**config.mk**
```make
export PLATFORM = sky130hd
export DESIGN_NAME = gpio_pwm_meas
export DESIGN_NICKNAME = d
export VERILOG_FILES = /design/src/rtl/gpio_pwm_pkg.sv /design/src/rtl/gpio_prescale.sv /design/src/rtl/gpio_pwm_meas.sv
export SDC_FILE = /design/constraint.sdc
export NUM_CORES = 1
export LEC_CHECK = 0
export BUFFER_PORTS_ARGS = -buffer_cell sky130_fd_sc_hd__buf_2
export CORE_MARGIN = 2
export CORE_UTILIZATION = 56
export CTS_CLUSTER_SIZE = 12
export DETAILED_ROUTE_END_ITERATION = 10
export HOLD_SLACK_MARGIN = 0.06
export PLACE_DENSITY = 0.79
export SETUP_SLACK_MARGIN = 0.15
export SLEW_MARGIN = 40
export SYNTH_ARGS = -nofsm -noshare
export SYNTH_HDL_FRONTEND = slang
export SYNTH_HIERARCHICAL = 1
export SYNTH_SLANG_ARGS = --single-unit
```
**constraint.sdc**
```tcl
create_clock -name clk -period 10.4 [get_ports clk]
set_input_delay 0.52 -clock clk [delete_from_list [all_inputs] [get_ports clk]]
set_output_delay 0.52 -clock clk [all_outputs]
set_load 0.01 [all_outputs]
```
**src/rtl/gpio_pwm_pkg.sv**
```systemverilog
// Shared constants and types for the GPIO PWM generator / capture pair.
package gpio_pwm_pkg;

    localparam int unsigned CNT_W_DEF  = 12;
    localparam int unsigned PRESCALE_W = 20;

    // Divider stop values: a tick fires when the divider reaches the entry, so /N stores N-1.
    localparam logic [PRESCALE_W-1:0] PRESCALE_STOP [8] = '{
        20'd0, 20'd1, 20'd9, 20'd99, 20'd999, 20'd9999, 20'd99999, 20'd999999
    };

    typedef enum logic [1:0] {
        MEAS_OFF     = 2'd0,
        MEAS_ONESHOT = 2'd1,
        MEAS_CONT    = 2'd2,
        MEAS_RSVD    = 2'd3
    } meas_ctrl_e;

    typedef enum logic [2:0] {
        ST_IDLE      = 3'd0,
        ST_WAIT_RISE = 3'd1,
        ST_MEAS_HIGH = 3'd2,
        ST_MEAS_LOW  = 3'd3,
        ST_DONE      = 3'd4
    } meas_state_e;

    function automatic logic ctrl_active(input logic [1:0] ctrl);
        return (ctrl == MEAS_ONESHOT) || (ctrl == MEAS_CONT);
    endfunction

endpackage

```
**src/rtl/gpio_prescale.sv**
```systemverilog
// Free-running prescale tick generator; clear_i restarts the divider at 0.
module gpio_prescale
    import gpio_pwm_pkg::*;
(
    input  logic       clk_i,
    input  logic       reset_i,
    input  logic [2:0] prescale_i,
    input  logic       clear_i,
    output logic       tick_o
);

    logic [PRESCALE_W-1:0] div_q;
    logic [PRESCALE_W-1:0] div_d;
    logic [PRESCALE_W-1:0] stop;

    assign stop = PRESCALE_STOP[prescale_i];

    always_comb begin
        div_d = div_q + 1'b1;
        if (clear_i || (div_q >= stop)) begin
            div_d = '0;
        end
    end

    always_ff @(posedge clk_i) begin
        if (reset_i) begin
            div_q <= '0;
        end else begin
            div_q <= div_d;
        end
    end

    assign tick_o = (stop == '0) || (div_q == stop);

endmodule

```
**src/rtl/gpio_pwm_meas.sv**
```systemverilog
// PWM capture: measures high/low time of an input pin in prescaled ticks.
// Optional build macro GPIO_PWM_MEAS_TIMEOUT_EN publishes on counter saturation.
module gpio_pwm_meas
    import gpio_pwm_pkg::*;
#(
    parameter int unsigned CNT_W       = CNT_W_DEF,
    parameter int unsigned SYNC_STAGES = 2
) (
    input  logic             clk,
    input  logic             reset,
    input  logic             pwm_pin_in,
    input  logic [1:0]       meas_ctrl,
    input  logic [2:0]       meas_prescale,
    output logic [CNT_W-1:0] meas_hout,
    output logic [CNT_W-1:0] meas_lout,
    output logic             meas_valid,
    output logic             meas_done,
    output logic             meas_ovfl
);

`ifdef GPIO_PWM_MEAS_TIMEOUT_EN
    localparam bit TIMEOUT_EN = 1'b1;
`else
    localparam bit TIMEOUT_EN = 1'b0;
`endif

    localparam logic [CNT_W-1:0] CNT_MAX = '1;

    logic [1:0]             ctrl_p1_q, ctrl_p2_q;
    logic [2:0]             pre_p1_q, pre_p2_q;
    logic [SYNC_STAGES-1:0] sync_q;
    logic                   hist_q;
    meas_state_e            state_q, state_d;
    logic [CNT_W-1:0]       cnt_q, cnt_d;
    logic [CNT_W-1:0]       hold_q, hold_d;
    logic                   ovf_q, ovf_d;
    logic [CNT_W-1:0]       hout_q, hout_d;
    logic [CNT_W-1:0]       lout_q, lout_d;
    logic                   valid_q, valid_d;
    logic                   done_q, done_d;
    logic                   movfl_q, movfl_d;

    logic             pin_s, rise, fall, restart, oneshot, tick, sat;
    logic [CNT_W-1:0] cnt_inc;

    assign pin_s   = sync_q[SYNC_STAGES-1];
    assign rise    = pin_s & ~hist_q;
    assign fall    = ~pin_s & hist_q;
    assign restart = (ctrl_p1_q != ctrl_p2_q) || (pre_p1_q != pre_p2_q);
    assign oneshot = (ctrl_p1_q == MEAS_ONESHOT);

    gpio_prescale u_prescale (
        .clk_i      (clk),
        .reset_i    (reset),
        .prescale_i (pre_p1_q),
        .clear_i    (state_q == ST_IDLE),
        .tick_o     (tick)
    );

    // Count including this cycle's tick, saturating; edge cycles use it so a coincident tick joins the ending phase.
    assign cnt_inc = (cnt_q == CNT_MAX) ? CNT_MAX : cnt_q + CNT_W'(tick);
    assign sat     = (cnt_inc == CNT_MAX);

    always_comb begin
        state_d = state_q;
        cnt_d   = cnt_q;
        hold_d  = hold_q;
        ovf_d   = ovf_q;
        hout_d  = hout_q;
        lout_d  = lout_q;
        valid_d = 1'b0;
        movfl_d = movfl_q;
        if (restart) begin
            state_d = ST_IDLE;
            cnt_d   = '0;
            ovf_d   = 1'b0;
        end else begin
            unique case (state_q)
                ST_IDLE: begin
                    cnt_d = '0;
                    ovf_d = 1'b0;
                    if (ctrl_active(ctrl_p1_q)) begin
                        state_d = ST_WAIT_RISE;
                    end
                end
                ST_WAIT_RISE: begin
                    if (rise) begin
                        cnt_d   = '0;
                        ovf_d   = 1'b0;
                        state_d = ST_MEAS_HIGH;
                    end
                end
                ST_MEAS_HIGH: begin
                    cnt_d = cnt_inc;
                    ovf_d = ovf_q | sat;
                    if (fall) begin
                        hold_d  = cnt_inc;
                        cnt_d   = '0;
                        state_d = ST_MEAS_LOW;
                    end else if (TIMEOUT_EN && sat) begin
                        hout_d  = CNT_MAX;
                        lout_d  = '0;
                        valid_d = 1'b1;
                        movfl_d = 1'b1;
                        cnt_d   = '0;
                        ovf_d   = 1'b0;
                        state_d = oneshot ? ST_DONE : ST_WAIT_RISE;
                    end
                end
                ST_MEAS_LOW: begin
                    cnt_d = cnt_inc;
                    ovf_d = ovf_q | sat;
                    if (rise) begin
                        hout_d  = hold_q;
                        lout_d  = cnt_inc;
                        valid_d = 1'b1;
                        movfl_d = ovf_q | sat;
                        cnt_d   = '0;
                        ovf_d   = 1'b0;
                        state_d = oneshot ? ST_DONE : ST_MEAS_HIGH;
                    end else if (TIMEOUT_EN && sat) begin
                        hout_d  = hold_q;
                        lout_d  = CNT_MAX;
                        valid_d = 1'b1;
                        movfl_d = 1'b1;
                        cnt_d   = '0;
                        ovf_d   = 1'b0;
                        state_d = oneshot ? ST_DONE : ST_WAIT_RISE;
                    end
                end
                ST_DONE: begin
                    if (ctrl_p1_q == MEAS_OFF) begin
                        state_d = ST_IDLE;
                    end
                end
                default: state_d = ST_IDLE;
            endcase
        end
        done_d = (state_d == ST_DONE);
    end

    always_ff @(posedge clk) begin
        if (reset) begin
            ctrl_p1_q <= '0;
            ctrl_p2_q <= '0;
            pre_p1_q  <= '0;
            pre_p2_q  <= '0;
            sync_q    <= '0;
            hist_q    <= 1'b0;
            state_q   <= ST_IDLE;
            cnt_q     <= '0;
            hold_q    <= '0;
            ovf_q     <= 1'b0;
            hout_q    <= '0;
            lout_q    <= '0;
            valid_q   <= 1'b0;
            done_q    <= 1'b0;
            movfl_q   <= 1'b0;
        end else begin
            ctrl_p1_q <= meas_ctrl;
            ctrl_p2_q <= ctrl_p1_q;
            pre_p1_q  <= meas_prescale;
            pre_p2_q  <= pre_p1_q;
            sync_q    <= {sync_q[SYNC_STAGES-2:0], pwm_pin_in};
            hist_q    <= pin_s;
            state_q   <= state_d;
            cnt_q     <= cnt_d;
            hold_q    <= hold_d;
            ovf_q     <= ovf_d;
            hout_q    <= hout_d;
            lout_q    <= lout_d;
            valid_q   <= valid_d;
            done_q    <= done_d;
            movfl_q   <= movfl_d;
        end
    end

    assign meas_hout  = hout_q;
    assign meas_lout  = lout_q;
    assign meas_valid = valid_q;
    assign meas_done  = done_q;
    assign meas_ovfl  = movfl_q;

endmodule

```
== After elaboration in Yosys (flattened, before gate mapping) ==
Memory sizes are Yosys's and may differ from the RTL's.
Index checks and enable logic that the tools add are counted.

* Add/subtract/negate cells: 2
* $mul: 0
* Div/mod/pow operators: 0
* Order comparisons: 2
* Equal/unequal tests: 13
* Shift-type cells: 0
* Mux-type cells: 19
* Bitwise logic cells: 8
* Reduce and logical (&&, ||, !) cells: 14

{| class="wikitable"
|+ Operator list
! operator !! number
|-
| 2-to-1 mux 12 bit || 4
|-
| case mux 12 bit (4 select lines) || 1
|-
| 2-to-1 mux 20 bit || 2
|-
| equality test 12 bit (second input constant) || 2
|-
| 2-to-1 mux 3 bit || 7
|-
| adder 20 x 1 -> 20 bit (second input constant) || 1
|-
| equality test 20 bit || 1
|-
| >= comparator 20 bit || 1
|-
| logical NOT 20 bit || 1
|-
| case mux 3 bit (5 select lines) || 1
|-
| adder 12 x 1 -> 12 bit || 1
|-
| equality test 3 x 2 -> 1 bit (second input constant) || 2
|-
| equality test 3 bit (second input constant) || 2
|-
| AND reduction 3 bit || 2
|-
| >= comparator 4 bit (second input constant) || 1
|-
| logical OR 1 bit || 4
|-
| inverter 1 bit || 4
|-
| inverter 3 -> 4 bit || 1
|-
| case mux 1 bit (4 select lines) || 1
|-
| nonzero test 4 bit || 1
|-
| OR reduction 2 bit || 2
|-
| equality test 3 x 1 -> 1 bit (second input constant) || 1
|-
| logical NOT 3 bit || 1
|-
| 2-to-1 mux 1 bit || 3
|-
| 10 further kinds || 11
|}

* Register bits after elaboration: 88
* Latch bits: 0
* RAM bits: 0
* ROM bits: 160
* Input port bits: 8
* Output and inout port bits: 27
* Word-level logic and storage cells: 75
* Memories kept: 1

{| class="wikitable"
|+ Memory list
! name !! depth !! bits a word !! rd ports !! clocked after memory_dff !! write ports !! line !! source
|-
| (name not given) || 8 || 20 || 1 || 0 || 0 || gpio_prescale.sv:16 || <nowiki>assign stop = PRESCALE_STOP[prescale_i];</nowiki>
|}

== Logic depth before layout (Yosys ltp) ==
Gate-level depths: netlist of run 1.

* Word-level depth: 12
* Depth in mapped cells: 15
* Mapped depth without buffers: 15

== By module ==
Netlist of run 1, hierarchy kept.

{| class="wikitable"
|+ By module, submodules not included
! module !! instances !! cells each !! area an instance (µm²) !! sequential area each (µm²)
|-
| gpio_pwm_meas || 1 || 337 || 2,934.1 || 1,361.3
|-
| gpio_prescale || 1 || 163 || 1,476.4 || 400.4
|}

== Least setup slack after synthesis of run 1 ==
Ideal clock, no wire load.

* Kind: reg-to-reg
* Start point: register pre_p1_q[1]
* End point: register movfl_q (netlist: meas_ovfl)
* Library setup time: 92 ps
* Data arrival time: 3,391 ps
* Required time: 10,308 ps
* Slack: 6,917 ps
* Cell stages (with the launch flop): 16
* Buffers on the path: 0
* Period minus slack after synthesis: 3,483 ps
* Cell sequence: dfxtp_1 -> inv_1 -> ha_1 -> nand2_1 -> ha_1 -> nand4b_4 -> nor3_2 -> or3b_2 -> o31ai_1 -> ha_1 -> ha_1 -> and3_2 -> a31oi_1 -> a211oi_1 -> a311oi_1 -> nor4_1

* Word-level cells in the longest chain between the ends: 10
* Elaborated cells between the ends (all ways): 15
* Classes of those cells: add/sub (1); eq/ne (3); mux (3); bitwise (3); reduce/logical (4); memory (1)

{| class="wikitable"
|+ Ends and longest elaborated chain
! element !! line !! source
|-
| start: declaration || gpio_pwm_meas.sv:30 || <nowiki>logic [2:0] pre_p1_q, pre_p2_q;</nowiki>
|-
| start signal: assignment || gpio_pwm_meas.sv:162 || <nowiki>pre_p1_q <= meas_prescale;</nowiki>
|-
| inverter 3 -> 4 bit (not written as such) * || gpio_prescale.sv:16 ||
|-
| memory (8 x 20 bit) * || -- ||
|-
| 2-to-1 mux 20 bit (not written as such) * (2 in a row) || gpio_prescale.sv:16 ||
|-
| equality test 20 bit or logical NOT 20 bit (tied branches) || gpio_prescale.sv:33 || <nowiki>assign tick_o = (stop == '0) || (div_q == stop);</nowiki>
|-
| logical OR 1 bit * || gpio_prescale.sv:33 ||
|-
| net tick || gpio_pwm_meas.sv:43 || <nowiki>logic pin_s, rise, fall, restart, oneshot, tick, sat;</nowiki>
|-
| adder 12 x 1 -> 12 bit * || gpio_pwm_meas.sv:61 || <nowiki>assign cnt_inc = (cnt_q == CNT_MAX) ? CNT_MAX : cnt_q + CNT_W'(tick);</nowiki>
|-
| 2-to-1 mux 12 bit * || gpio_pwm_meas.sv:61 ||
|-
| equality test 12 bit * || gpio_pwm_meas.sv:62 || <nowiki>assign sat = (cnt_inc == CNT_MAX);</nowiki>
|-
| bitwise OR 1 bit * || gpio_pwm_meas.sv:117 || <nowiki>movfl_d = ovf_q | sat;</nowiki>
|-
| end signal: assignment || gpio_pwm_meas.sv:174 || <nowiki>movfl_q <= movfl_d;</nowiki>
|-
| end: declaration || gpio_pwm_meas.sv:41 || <nowiki>logic movfl_q, movfl_d;</nowiki>
|}

Mark *: on every way through the listed nets, which the timed path passes. The rest lies on a longest branch. The select of a mux whose other input is x is not followed.
A chain may end at the register's enable or synchronous reset.

== Worst setup path after layout of run 1 ==
Ends and elaborated chain as after synthesis.

==> out/qor.yml, run 1 <==
worst_setup_path:
  worst_path_max_delay_cell: "dfxtp_1"
  crit_path_start_kind: "flip-flop"
  worstSetupEndpointType: "flip-flop"
  cp_common_cell: "ha_1"
  worst-setup-path-type: "reg2reg"
  crit_required_ns: 10.66
  path_max_fanout: 9
  cp_top_family: "simple AND/OR/NAND/NOR gates"
  slowest_delay_ns: 0.52
  crit_buf_inv: 1
  cp.arrival_ns: 4.30
  cp_cell_sequence: "inv_1 > ha_1 > nand2_1 > ha_1 > nand4b_4 > nor3_2 > or3b_2 > o31ai_1 > ha_1 > ha_1 > and3_2 > a31oi_1 > a21oi_1 > a311oi_1 > nor4_1"
die:
  start_util_pct: 57.4
  num_io_pins: 35
  rows: 32
  coreArea_mm2: 0.00769
  die_area_mm2: 0.00860
  fp.dieH_um: 92.7
  die_w_um: 92.7
synthesis:
  netlist_area_mm2: 0.00441
  synth_xor_area_share_pct: 5.33
  synthMuxAreaShare_pct: 2.04
  ys_types: 60
  synth_area_leader_cell: "dfxtp_1"
  yosys.area_share.simple_pct: 26.0
  synth_seq_cells: 88
  synth_top_family_by_area: "simple AND/OR/NAND/NOR gates"
  netlist_instances: 500
  async_flop_share_pct: 0
  synth_flop_cell: "dfxtp_1"
  avgSynthCellArea_um2: 8.82
  synth.area.top_cells: "dfxtp_1 (40%), ha_1 (8.2%), nand2_1 (5.2%), nor2_1 (4.8%), a21oi_1 (4.2%)"
  synth_nets: 537
  synth_seq_area_share_pct: 39.9
  yosysWarningCount: 6
  synth-compound-area-share_pct: 13.9
  synth_top_area_share_pct: 39.9
  synthAdderAreaFrac_pct: 8.23
  synth_edf_count: 0
sta:
  post-route-period-util_pct: 38.9
  finalHoldViolCount: 0
  fmax_mhz: 247
  post-route-min-period_ns: 4.04
  rsz0062_at_grt: "false"
  slew_violations: 0
  finClkSkew_ns: 0.0133
  finalSetupViolations: 0
  setup_tns_ns: 0
  tightest_slew_ns: 0.707
  slew_headroom_pct: 52.9
  layout_setup_ws_ns: 6.36
pwr:
  powerDensity_mw_per_mm2: 126
  p_sw_uw: 161
  combPwrFrac_pct: 4.7
  power_frac_clock_pct: 38.8
  p_int_uw: 445
  leakage_uw: 0.00176
  peakVddDrop_mv: 0.0795
  p_sw_share_pct: 26.6
  seqPwrFrac_pct: 56.5
place:
  dp_slack_ns: 6.40
  dpl.hpwl_mm: 6.71
  placed_cells: 613
  dpl_cell_area_mm2: 0.00460
  gp_congestion: 0.860
  io_buffers: 34
drt:
  via_per_inst: 5.65
  post_drt_wl_per_cell_um: 14.8
  drt-pass1-iter-count: 5
  routed-via-count: 3560
  drc: 0
  routed_wl_mm: 9.30
  drt_iter0_markers: 241
  drtAntennaViolNets: 0
finish:
  syn_to_final_growth_pct: 8.94
  final_nets: 560
  drive_gt1_share_pct: 16.3
  final-instance-count-excl-fill: 630
  diodes: 0
  fin_area_mm2: 0.00480
  final_util_pct: 62.5
grt:
  grt_pass1_vias: 3380
  overflow: 0
  grt_pass1_wl_mm: 15.8
  antenna_found_initial: 0
  gr-usage-all-layers_pct: 22.9
  grt_max_degree: 53
cts:
  post_cts_buffers: 0
  clk_latency_ns: 0.36
  cts.path.max_buffers: 2
  cts_buffers: 9
  cts_max_level: 3
  post_cts_resized: 0
  ctsHoldBuffers: 0
  numClockSinks: 88
  clockRootBuffer: "clkbuf_8"
  tritoncts: "done"
  clkTransAtPathRegs_ns: 0.10
outcome:
  outcome: "completed"
worst_hold_path:
  holdCritPathClass: "in2reg"
flow_run:
  drv_cap: 0
-- layout by cell type (no fill, tap or decap), types with 3 or more instances in the layout --
master    synthesis  layout
nand2b_1          3       3
a211oi_1         19      19
nand2_1          61      61
a22oi_1           5       5
nand4_1          10      10
xor2_1           12      12
dfxtp_1          88      88
and3_1            3       3
buf_6             2       3
inv_1            13      13
mux2i_1           9       9
ha_1             29      29
clkbuf_8          0       9
xnor2_1          13      13
buf_2             6      33
nor3_1            8       8
a21oi_1          37      37
a31oi_1           4       4
nor4_1            3       3
and4_1            4       4
or3_1             4       4
nor2_1           56      56
nand3_1          15      15
nor2b_1          13      13
nor2_2           11      11
and2_1            3       3
o21ai_0          17      17
-- worst paths after layout --
check                                 end                    from  cells past startpoint  slack, ns
setup / recovery   meas_ovfl$_SDFFE_PP0P_  pre_p1_q[1]$_SDFF_PP0_                     15       6.36
hold / removal    ctrl_p1_q[1]$_SDFF_PP0_            meas_ctrl[1]                      2       0.37
setup reg to reg   meas_ovfl$_SDFFE_PP0P_  pre_p1_q[1]$_SDFF_PP0_                     15       6.36
hold reg to reg      sync_q[1]$_SDFF_PP0_    sync_q[0]$_SDFF_PP0_                      1       0.45
-- layout make-up --
cell class | instances | area, um2
multi-input cells | 373 | 2450
inverters | 13 | 48.8
repair buffers | 38 | 214
clock inverters | 7 | 73.8
flip-flops and latches | 88 | 1760
clock buffers | 9 | 124
well taps | 102 | 128
fillers | 687 | 2880
-- per-layer routing --
metal	track usage, %	routed length [um]	share of wire (%)	up-vias
li1	-	-	-	1788
met1	28.4	4240	46	1686
met2	40.4	4580	49	74
met3	4.80	369	4.0	12
met4	6.00	110	1.2	0
met5	0	0	0	-
-- cell usage after synthesis, types with 4 or more instances --
library cell	n
a31oi_1	4
mux2i_1	9
dfxtp_1	88
ha_1	29
buf_2	6
a22oi_1	5
nand3_1	15
nand4_1	10
xnor2_1	13
o21ai_0	17
nand2_1	61
xor2_1	12
a21oi_1	37
nor3_1	8
nor2_2	11
or3_1	4
a211oi_1	19
buf_4	4
and4_1	4
clkbuf_1	13
nor2b_1	13
inv_1	13
nor2_1	56
-- metrics by stage --
stage / total power (uW) / hold slack [ns]
finish: 607 / 0.369
CTS: 611 / 0.355
global route: 628 / 0.375
floorplan: 372 / 0.414
detailed placement: 379 / 0.424
global placement: 378 / 0.426
-- state kept, by name (all words and copies together) (netlist names), 2 cells and up --
name              count
ctrl_p1_q             2
cnt_q                12
meas_lout            12
state_q               3
meas_hout            12
pre_p2_q              3
ctrl_p2_q             2
pre_p1_q              3
u_prescale/div_q     20
sync_q                2
hold_q               12
-- cells by family (layout without fill, tap and decap cells) --
logic type | after synthesis | count (layout)
multiplexers | 9 | 9
XOR/XNOR | 26 | 26
flip-flops | 88 | 88
buffers and inverters | 39 | 67
AND/OR/NAND/NOR | 215 | 215
adder cells (fa/ha/maj) | 29 | 29
AO/OA/AOI/OAI | 94 | 94
-- power by group through the flow --
stage	Sequential, uW	Combinational [uW]	Clock, uW
global route	343	32.0	253
detailed placement	350	28.4	0
global placement	350	27.5	0
finish	342	28.6	236
floorplan	349	23.2	0
CTS	342	28.8	240
Power figures use the tool's default switching activity.
==> run 2, diff against run 1 <==
==> constraint.sdc (replaced) <==
create_clock -name clk -period 3.9 [get_ports clk]
set_input_delay 0.195 -clock clk [delete_from_list [all_inputs] [get_ports clk]]
set_output_delay 0.195 -clock clk [all_outputs]
set_load 0.01 [all_outputs]
==> run 2 against run 1 <==
Compared with the run above: register-to-register slack got worse by 6.0 ns; total power rose to 2.8 times the previous value; first-iteration DRC count shrank 12%; clock power increased to 2.9 times the previous value; sequential power rose to 2.7 times the previous value; final cell count is 1.4% higher; clock skew shrank 0.0063 ns; design area is 4.2% higher; core utilization rose by 2.6 points; setup slack lost 6.0 ns; via count rose by 2.4%.
==> out/qor.yml, run 2 (synthesis gave the netlist of run 1 again) <==
outcome:
  outcome: "completed"
cts:
  cts.path.max_buffers: 2  # unchanged
  clk_latency_ns: 0.36  # about the same
  numClockSinks: 88  # unchanged
  tritoncts: "done"
  clkTransAtPathRegs_ns: 0.09  # about the same
  cts_max_level: 3  # unchanged
  clockRootBuffer: "clkbuf_8"
  cts_buffers: 9  # unchanged
grt:
  gr-usage-all-layers_pct: 23.3  # +0.38 points
  grt_pass1_vias: 3518  # +4.1%
  overflow: 0  # unchanged
  grt_max_degree: 53  # unchanged
  grt_pass1_wl_mm: 16.2  # +2.1%
  antenna_found_initial: 0  # unchanged
drt:
  routed_wl_mm: 9.72  # +4.5%
  drt-pass1-iter-count: 4  # -1
  drt_iter0_markers: 213  # -12%
  routed-via-count: 3644  # +2.4%
  drc: 0  # unchanged
  post_drt_wl_per_cell_um: 15.2  # +3.1%
  via_per_inst: 5.70  # +0.92%
  drtAntennaViolNets: 0  # unchanged
place:
  dpl.hpwl_mm: 6.83  # +1.8%
  io_buffers: 34  # unchanged
  placed_cells: 617  # +0.65%
  dp_slack_ns: 0.128  # -6.27 ns
  gp_congestion: 0.905  # +5.2%
sta:
  finalSetupViolations: 0  # unchanged
  slew_violations: 0  # unchanged
  rsz0062_at_grt: "false"
  setup_tns_ns: 0  # unchanged
  post-route-min-period_ns: 3.58  # -0.468 ns
  post-route-period-util_pct: 91.7  # +53 points
  tightest_slew_ns: 0.754  # +0.0468 ns
  finalHoldViolCount: 0  # unchanged
  layout_setup_ws_ns: 0.325  # -6.03 ns
  fmax_mhz: 280  # +13%
  slew_headroom_pct: 49.7  # -3.1 points
  finClkSkew_ns: 0.00705  # -0.00630 ns
worst_setup_path:
  cp_top_family: "simple AND/OR/NAND/NOR gates"
  cp_cell_sequence: "inv_1 > ha_1 > nand2_1 > ha_1 > nand4b_4 > nor3_4 > or3b_2 > o31ai_1 > ha_2 > ha_4 > xor2_2 > nand3_2 > a2111oi_4 > a211oi_1 > nor4b_2"
  regToRegSetupSlack_ns: 0.32  # -6.03 ns
  path_max_fanout: 5  # -4
  worst-setup-path-type: "reg2reg"
  crit_end: "ovf_q$_SDFFE_PP0P_"
  cp_common_cell: "ha_1"
  crit_required_ns: 4.18  # -6.48 ns
  cp.arrival_ns: 3.86  # -0.44 ns
  crit_path_start_kind: "flip-flop"
  worstSetupStartpoint: "pre_p1_q[1]$_SDFF_PP0_"
  slowest_delay_ns: 0.45  # -0.07 ns
  reg2reg_from: "pre_p1_q[1]$_SDFF_PP0_"
  r2r-end: "ovf_q$_SDFFE_PP0P_"
  rr_worst_depth: 15  # unchanged
  crit_buf_inv: 1  # unchanged
  cp.depth: 15  # unchanged
  worst_path_max_delay_cell: "or3b_2"
  worstSetupEndpointType: "flip-flop"
die:
  start_util_pct: 57.4  # unchanged
  rows: 32  # unchanged
  num_io_pins: 35  # unchanged
  die_area_mm2: 0.00860  # unchanged
  fp.dieH_um: 92.7  # unchanged
  die_w_um: 92.7  # unchanged
  coreArea_mm2: 0.00769  # unchanged
finish:
  final_nets: 569  # +1.6%
  largest_reg_flops: 20  # unchanged
  fill_cells: 652  # -5.1%
  syn_to_final_growth_pct: 13.5
  final-instance-count-excl-fill: 639  # +1.4%
  top_register: "u_prescale/div_q"
  diodes: 0  # unchanged
  drive_gt1_share_pct: 20.1  # +3.8 points
  most-common-layout-cells: "dfxtp_1 (85), nand2_1 (59), nor2_1 (56)"
  final_common_cell: "dfxtp_1"
pwr:
  powerDensity_mw_per_mm2: 335  # +170%
  peakVddDrop_mv: 0.180  # +130%
  leakage_uw: 0.00182  # +3.3%
flow_run:
  drv_cap: 0  # unchanged
worst_hold_path:
  holdCritPathClass: "in2reg"
==> run 2: changes by cell type in the layout (fill, tap and decap cells not counted), sizes merged <==
cell,previous run,this run
clkbuf,9,10
clkinv,3,1
buf,38,43
clkinvlp,0,1
bufinv,0,1
inv,17,16
dlygate4sd3,0,4
==> run 2: cell type report <==
type	count	area (um2)	share of cell area, %
Inverter	13	48.8	0.975
Clock buffer	10	138	2.75
Multi-Input combinational cell	373	2560	51.2
Tap cell	102	128	2.55
Sequential cell	88	1770	35.3
Clock inverter	6	75.1	1.50
Timing Repair Buffer	47	284	5.67
==> run 2: per-layer routing <==
metal / GRT usage (%) / vias up / share of wire (%)
met5: 0 / - / 0
met4: 9.31 / 0 / 1.6
met3: 3.91 / 20 / 3.7
met2: 41.1 / 82 / 50
met1: 28.1 / 1739 / 45
li1: - / 1803 / -
==> run 2: per-stage QoR <==
step	util [%]	power, uW	hold slack [ns]	instance area [um2]
after floorplan	-	992	0.323	4410
after global placement	60.0	1010	0.407	4620
after detailed placement	60.0	1010	0.407	4620
after CTS	63.4	1680	0.0609	4870
after global routing	65.1	1740	0.0610	5000
final	65.1	1680	0.0542	5000
==> run 2: how the worst min path moves through the flow <==
stage | depth (start not counted) | from | end | slack (ns)
2_1_floorplan | 1 | meas_ctrl[0] | ctrl_p1_q[0]$_SDFF_PP0_ | 0.32
3_5_place_dp | 2 | meas_ctrl[1] | ctrl_p1_q[1]$_SDFF_PP0_ | 0.41
4_1_cts | 2 | meas_ctrl[0] | ctrl_p1_q[0]$_SDFF_PP0_ | 0.06
3_3_place_gp | 2 | meas_ctrl[1] | ctrl_p1_q[1]$_SDFF_PP0_ | 0.41
6_report | 2 | meas_ctrl[0] | ctrl_p1_q[0]$_SDFF_PP0_ | 0.05
5_1_grt | 2 | meas_ctrl[0] | ctrl_p1_q[0]$_SDFF_PP0_ | 0.06
==> run 2: timing repair <==
item / in CTS / in global routing
setup endpoints to repair: 2 / 18
pin swaps: 0 / 8
gates resized for setup: 2 / 21
buffers inserted: 0 / 1
endpoints found under the hold margin: 4 / 0
hold buffers: 4 / 0
==> run 2: power breakdown <==
part,switching (uW),total [uW],internal [uW]
Clock,355,679,324
Sequential,6.87,911,904
Combinational,50.7,87.6,36.9
